$ cat src/rtl/regfile_access_arbiter.sv
// Arbitrates NUM_REQ requesters onto a single-port register file controller.
// One access per 2-cycle slot: grant in IDLE, drive the register file in ACCESS.

module regfile_starve_ctr #(
    parameter int STARVE_LIMIT = 4
) (
    input  logic clock,
    input  logic reset,
    input  logic grant,
    input  logic self_grant,
    input  logic req_valid,
    input  logic rd_pend,
    output logic starved
);
    logic [3:0] cnt;

    always_ff @(posedge clock) begin
        if (reset)
            cnt <= '0;
        else if (!req_valid)
            cnt <= '0;
        else if (grant) begin
            if (self_grant)
                cnt <= '0;
            else if (rd_pend && cnt != 4'hF)
                cnt <= cnt + 4'd1;
        end
    end

    assign starved = rd_pend && (cnt >= 4'(STARVE_LIMIT));
endmodule

module regfile_access_arbiter #(
    parameter int DATA_WIDTH     = 16,
    parameter int ADDR_WIDTH     = 4,
    parameter int NUM_REQ        = 3,
    parameter int WRITE_PRIORITY = 1,
    parameter int STARVE_LIMIT   = 4
) (
    input  logic                          clock,
    input  logic                          reset,
    input  logic [NUM_REQ-1:0]            req_valid,
    input  logic [NUM_REQ-1:0]            req_write,
    input  logic [NUM_REQ*ADDR_WIDTH-1:0] req_address,
    input  logic [NUM_REQ*DATA_WIDTH-1:0] req_value,
    output logic [NUM_REQ-1:0]            req_ready,
    output logic [NUM_REQ-1:0]            resp_valid,
    output logic [DATA_WIDTH-1:0]         resp_value,
    output logic                          rf_chip_enable,
    output logic                          rf_write_enable,
    output logic [ADDR_WIDTH-1:0]         rf_address,
    output logic [DATA_WIDTH-1:0]         rf_valueIn,
    input  logic [DATA_WIDTH-1:0]         rf_valueOut,
    output logic                          busy
);
    localparam int IDX_W = $clog2(NUM_REQ);
    localparam logic [IDX_W-1:0] LAST = IDX_W'(NUM_REQ - 1);

    typedef enum logic {IDLE, ACCESS} state_t;
    state_t state, state_nxt;

    logic [IDX_W-1:0]   rr_ptr, win, idx, op_idx;
    logic [NUM_REQ-1:0] rd_pend, wr_pend, starved, cand;
    logic               grant, found, op_read;

    assign rd_pend = req_valid & ~req_write;
    assign wr_pend = req_valid &  req_write;
    // A request presented together with reset is never granted.
    assign grant   = (state == IDLE) && (|req_valid) && !reset;

    for (genvar i = 0; i < NUM_REQ; i++) begin : g_starve
        regfile_starve_ctr #(.STARVE_LIMIT(STARVE_LIMIT)) u_ctr (
            .clock      (clock),
            .reset      (reset),
            .grant      (grant),
            .self_grant (req_ready[i]),
            .req_valid  (req_valid[i]),
            .rd_pend    (rd_pend[i]),
            .starved    (starved[i])
        );
    end

    // Candidate set by priority class, then round-robin from rr_ptr within it.
    always_comb begin
        cand  = req_valid;
        win   = '0;
        idx   = '0;
        found = 1'b0;
        if (|starved)
            cand = starved;
        else if (WRITE_PRIORITY != 0 && |wr_pend)
            cand = wr_pend;
        for (int k = 0; k < NUM_REQ; k++) begin
            idx = IDX_W'((int'(rr_ptr) + k) % NUM_REQ);
            if (!found && cand[idx]) begin
                win   = idx;
                found = 1'b1;
            end
        end
    end

    always_ff @(posedge clock) begin
        if (reset)
            state <= IDLE;
        else
            state <= state_nxt;
    end

    always_comb begin
        state_nxt = state;
        case (state)
            IDLE:    if (grant) state_nxt = ACCESS;
            ACCESS:  state_nxt = IDLE;
            default: state_nxt = IDLE;
        endcase
    end

    always_comb begin
        req_ready = '0;
        if (grant)
            req_ready[win] = 1'b1;
        busy = (state == ACCESS);
    end

    always_ff @(posedge clock) begin
        if (reset) begin
            rr_ptr          <= '0;
            rf_chip_enable  <= 1'b0;
            rf_write_enable <= 1'b0;
            rf_address      <= '0;
            rf_valueIn      <= '0;
            resp_valid      <= '0;
            resp_value      <= '0;
            op_read         <= 1'b0;
            op_idx          <= '0;
        end else begin
            resp_valid <= '0;
            if (grant) begin
                rr_ptr          <= (win == LAST) ? '0 : win + IDX_W'(1);
                rf_chip_enable  <= 1'b1;
                rf_write_enable <= req_write[win];
                rf_address      <= req_address[win*ADDR_WIDTH +: ADDR_WIDTH];
                rf_valueIn      <= req_value[win*DATA_WIDTH +: DATA_WIDTH];
                op_read         <= ~req_write[win];
                op_idx          <= win;
            end else if (state == ACCESS) begin
                rf_chip_enable  <= 1'b0;
                rf_write_enable <= 1'b0;
                if (op_read) begin
                    resp_value         <= rf_valueOut;
                    resp_valid[op_idx] <= 1'b1;
                end
            end
        end
    end
endmodule

$ cat config.mk
export PLATFORM = sky130hd
export DESIGN_NAME = regfile_access_arbiter
export DESIGN_NICKNAME = d
export VERILOG_FILES = /design/src/rtl/regfile_access_arbiter.sv
export SDC_FILE = /design/constraint.sdc
export NUM_CORES = 1
export LEC_CHECK = 0
export ABC_AREA = 1
export BUFFER_PORTS_ARGS = -buffer_cell sky130_fd_sc_hd__buf_2
export CORE_UTILIZATION = 48
export CTS_CLUSTER_SIZE = 28
export DETAILED_ROUTE_END_ITERATION = 10
export PLACE_DENSITY = 0.85
export SKIP_LAST_GASP = 1
export SLEW_MARGIN = 0
export SYNTH_ARGS = -nofsm -noshare
export SYNTH_HDL_FRONTEND = slang
export SYNTH_SLANG_ARGS = --single-unit
$ cat constraint.sdc
create_clock -name clock -period 2.5 [get_ports clock]
set_clock_uncertainty 0.1 [all_clocks]
set_input_delay 0.375 -clock clock [delete_from_list [all_inputs] [get_ports clock]]
set_output_delay 0.375 -clock clock [all_outputs]
set_load 0.01 [all_outputs]
==> results_tabular.tex <==
\begin{tabular}{lr}
\hline
Metric & Value \\
\hline
\multicolumn{2}{l}{\textbf{Outcome}} \\
\quad Failing checks & setup timing \\
\quad Outcome & finished with violations \\
\multicolumn{2}{l}{\textbf{Min path}} \\
\quad Worst min path class & primary input to register \\
\multicolumn{2}{l}{\textbf{Synthesis}} \\
\quad Synth warn & 0 \\
\quad Register area share after synthesis & 39.19\% \\
\quad Number of synthesized flops with an enable pin & 0 \\
\quad Flip-flop and latch count after synthesis & 59 \\
\quad Cells taking the most area after synthesis & sky130\_fd\_sc\_hd\_\_dfxtp\_1 39\%, sky130\_fd\_sc\_hd\_\_nand2\_1 12\%, sky130\_fd\_sc\_hd\_\_nor2\_1 7.6\% \\
\quad Number of distinct standard cells referenced by the synthesized netlist & 34 \\
\quad Yosys top cell area share & 39.19\% \\
\quad Prevailing post-synth register cell & sky130\_fd\_sc\_hd\_\_dfxtp\_1 \\
\quad Mean instance size in the synthesized netlist & 6.897 um\^{}2 \\
\quad Area leader, netlist & sky130\_fd\_sc\_hd\_\_dfxtp\_1 \\
\quad Post-Syn Instances & 437 \\
\quad Netlist Area Pre-Place & 3014 um\^{}2 \\
\quad Number of nets produced by synthesis & 526 \\
\quad Share of synthesized registers carrying an async set or reset & 0\% \\
\multicolumn{2}{l}{\textbf{STA}} \\
\quad Post-route worst setup slack & -0.1335 ns \\
\quad Final setup violation count & 5 \\
\quad Max-slew violation total from the final report & 0 \\
\quad Period Utilization, post-route & 105.3\% \\
\quad Final sum of negative setup slack & -0.3474 ns \\
\quad Slew at the pin with the worst max-slew slack & 0.4570 ns \\
\quad Fin. Hold Viols & 0 \\
\quad Unrepaired setup endpoints after global routing & true \\
\quad Final critical delay including setup and external delays & 2.634 ns \\
\quad Final worst hold slack & 0.1818 ns \\
\quad Fmax & 0.3797 GHz \\
\quad Worst rel slew slack & 69.35\% \\
\multicolumn{2}{l}{\textbf{Floorplanning}} \\
\quad Die outline width & 81.25 um \\
\quad Full die area & 6601 um\^{}2 \\
\quad Io pins & 129 \\
\quad Effective utilization at floorplan & 50.31\% \\
\quad Placement Rows & 28 \\
\quad Y dimension of the die & 81.25 um \\
\quad Placeable core region & 5991 um\^{}2 \\
\multicolumn{2}{l}{\textbf{Critical path}} \\
\quad Cell with the most instances on the worst path & sky130\_fd\_sc\_hd\_\_nor2\_4 \\
\quad Worst path buffer plus inverter count & 3 \\
\quad Crit end category & output port \\
\quad Critical path's top delay family & simple AND/OR/NAND/NOR gates \\
\quad Crit Path Max Fanout & 5 \\
\quad List of cells traversed by the critical path & nor2\_4 > nor2\_4 > nor2\_4 > nand2\_2 > nand3\_4 > nand2\_1 > nand2\_1 > nand2\_1 > buf\_4 > nand4\_1 > nand2\_4 > inv\_2 > nor2\_4 > buf\_6 \\
\quad Slowest-stage cell, CP & sky130\_fd\_sc\_hd\_\_dfxtp\_4 \\
\quad CP Data Arrival Time & 2.16 ns \\
\quad Required time of the critical path & 2.03 ns \\
\quad Crit path largest cell delay & 0.38 ns \\
\quad Critical Path Start Type & register \\
\quad Worst Path Class, Setup & register to output port \\
\multicolumn{2}{l}{\textbf{Routing}} \\
\quad Post-route DRC violation count & 0 \\
\quad Detail Route Antenna Nets & 0 \\
\quad Routed vias & 3572 \\
\quad Total Wirelength & 9.305 mm \\
\quad Wire length per cell & 13.91 um \\
\quad Pre-Repair DR Iteration Count & 5 \\
\quad 1st-iter DRT viols & 220 \\
\quad Vias per inst & 5.339 \\
\multicolumn{2}{l}{\textbf{Pwr}} \\
\quad Worst vdd rail ir drop & 605.7 uV \\
\quad Net switching power figure & 1.315 mW \\
\quad Total internal power & 2.270 mW \\
\quad Net Sw Frac & 36.68\% \\
\quad Clk pwr share & 24.3\% \\
\quad Sequential share of power & 31.5\% \\
\quad Combinational share of power & 44.2\% \\
\quad Areal power density over the cells & 819.9 nW/um\^{}2 \\
\quad Static leakage power & 2.178 nW \\
\multicolumn{2}{l}{\textbf{Global routing}} \\
\quad Via count of the first global-routing pass & 3111 \\
\quad Layer with the highest usage & met2 \\
\quad Met2 layer usage reported by global route & 44.71\% \\
\quad Tot GR Track Use & 26.71\% \\
\quad Met3 global-route usage & 8.202\% \\
\quad Largest net degree at the start of global routing & 30 \\
\quad Initial antenna violation count & 0 \\
\quad Met1 global-route usage & 30.43\% \\
\quad Total congestion overflow after global routing & 0 \\
\quad Wire length of the first global-routing pass & 13.40 mm \\
\multicolumn{2}{l}{\textbf{Clocking}} \\
\quad Number of CTS-inserted buffers & 9 \\
\quad CTS tree & done \\
\quad Number of buffers on the longest clock path & 2 \\
\quad CTS root buffer & sky130\_fd\_sc\_hd\_\_clkbuf\_8 \\
\quad Clock insertion delay at the later pin of the skew report & 0.34 ns \\
\quad Clock-pin slew reported for the worst setup and hold paths after clock tree synthesis & 0.07 ns \\
\quad Hold bufs inserted after CTS & 0 \\
\quad Count of clock tree sinks & 59 \\
\quad CTS HTree Levels & 3 \\
\multicolumn{2}{l}{\textbf{Final layout}} \\
\quad ANT cells & 0 \\
\quad Share of post-route cells with drive strength above 1 & 40.57\% \\
\quad Final Net Count & 678 \\
\quad Register area & 1199 um\^{}2 \\
\quad Filler instances & 456 \\
\quad Signed area change from the synthesized netlist to the final layout & 45.04\% \\
\quad Multi-input logic area & 1735 um\^{}2 \\
\multicolumn{2}{l}{\textbf{Flow run}} \\
\quad Number of maximum-capacitance violations & 0 \\
\multicolumn{2}{l}{\textbf{Placement}} \\
\quad Dpl hpwl & 6.031 mm \\
\quad Final Wtd Congestion & 0.9542 \\
\quad Port Buffer Count & 128 \\
\hline
\end{tabular}
## path summary, 6_finish.rpt
kind	startpoint	to	cells past startpoint	slack, ns
max	g_starve[2].u_ctr.cnt[2]	req_ready[1]	14	-0.13
min	rf_valueOut[5]	resp_value[5]	3	0.18
max reg2reg	g_starve[0].u_ctr.cnt[3]	rf_valueIn[4]	19	-0.01
min reg2reg	rf_chip_enable	rf_chip_enable	2	0.35
## cells in the final DEF (no fill, tap or decap), drive strengths merged
| master | instances |
|---|---|
| nor2 | 69 |
| nor3 | 5 |
| a31o | 1 |
| and3 | 1 |
| dfxtp | 59 |
| nand2 | 107 |
| nor4 | 2 |
| a21o | 1 |
| a211oi | 1 |
| a31oi | 21 |
| ha | 5 |
| o21ai | 25 |
| a21oi | 44 |
| bufinv | 1 |
| clkinv | 4 |
| buf | 159 |
| clkinvlp | 1 |
| xor2 | 3 |
| xnor2 | 1 |
| clkbuf | 14 |
| nand4 | 6 |
| inv | 39 |
| nand3 | 25 |
## sequential cells by signal, indices dropped and copies added, names as in the netlist
name,cells
busy,1
g_starve.u_ctr.cnt,12
op_idx,2
op_read,1
resp_valid,3
resp_value,16
rf_address,4
rf_chip_enable,1
rf_valueIn,16
rf_write_enable,1
rr_ptr,2
## repair_timing
| action | 4_1_cts | 5_1_grt |
|---|---|---|
| endpoints found under the setup margin | 3 | 29 |
| cloned | 0 | 3 |
| endpoints found under the hold margin | 0 | 0 |
| buffers inserted | 15 | 5 |
| gates resized for setup | 24 | 32 |
| pin swaps | 15 | 17 |
## worst min-delay path, delay by kind of cell
family / cells / cell delay (ns)
and+or+nand+nor: 1 / 0.07
buffers and inverters: 1 / 0.07
AOI/OAI and AO/OA: 1 / 0.07
## power groups by stage
stage          clock [mW]  sequential [mW]  combinational (mW)
6_report            0.871             1.13                1.58
5_1_grt             0.940             1.14                1.72
4_1_cts             0.885             1.13                1.28
3_5_place_dp            0             1.15                1.17
3_3_place_gp            0             1.14                1.13
2_1_floorplan           0             1.19               0.723
## final cells by class
type / instances / share of cell area (%)
Timing Repair Buffer: 162 / 22.87
Multi-Input combinational cell: 317 / 39.70
Tap cell: 75 / 2.147
Sequential cell: 59 / 27.42
Inverter: 40 / 3.434
Clock buffer: 11 / 3.234
Clock inverter: 5 / 1.202
## metrics by stage
step                utilization, %  area, um^2  worst slack, ns  std cells  total power [mW]
floorplan                        -        3014           0.2887        437             1.914
global placement             62.74        3759          0.07538        632             2.274
detailed placement           62.74        3759         -0.03036        632             2.315
CTS                          69.05        4136          -0.1401        663             3.297
global route                 72.97        4372          -0.2782        669             3.804
finish                       72.97        4372          -0.1335        669             3.584
## cells by family after synthesis
| logic type | Yosys count | synth area share [%] |
|---|---|---|
| compound gates | 93 | 17.06 |
| xor+xnor | 4 | 1.163 |
| fa+ha+maj | 5 | 2.076 |
| buf+inv | 61 | 8.717 |
| flops | 59 | 39.19 |
| simple gates | 215 | 31.80 |
## synth_stat cells, drive strengths merged, types with 2 or more instances
| library cell | count |
|---|---|
| nand3 | 25 |
| a21oi | 44 |
| nand2 | 107 |
| nand4 | 6 |
| inv | 39 |
| clkbuf | 10 |
| nor2 | 69 |
| o21ai | 25 |
| xor2 | 3 |
| buf | 11 |
| nor3 | 5 |
| ha | 5 |
| dfxtp | 59 |
| nor4 | 2 |
| a31oi | 21 |
## routing by layer
metal / wire length, um / up-vias
met5: 0 / -
met4: 405 / 0
met3: 656 / 47
met2: 4476 / 175
met1: 3766 / 1605
li1: - / 1745
No activity file was read; power rests on OpenSTA's default activity.
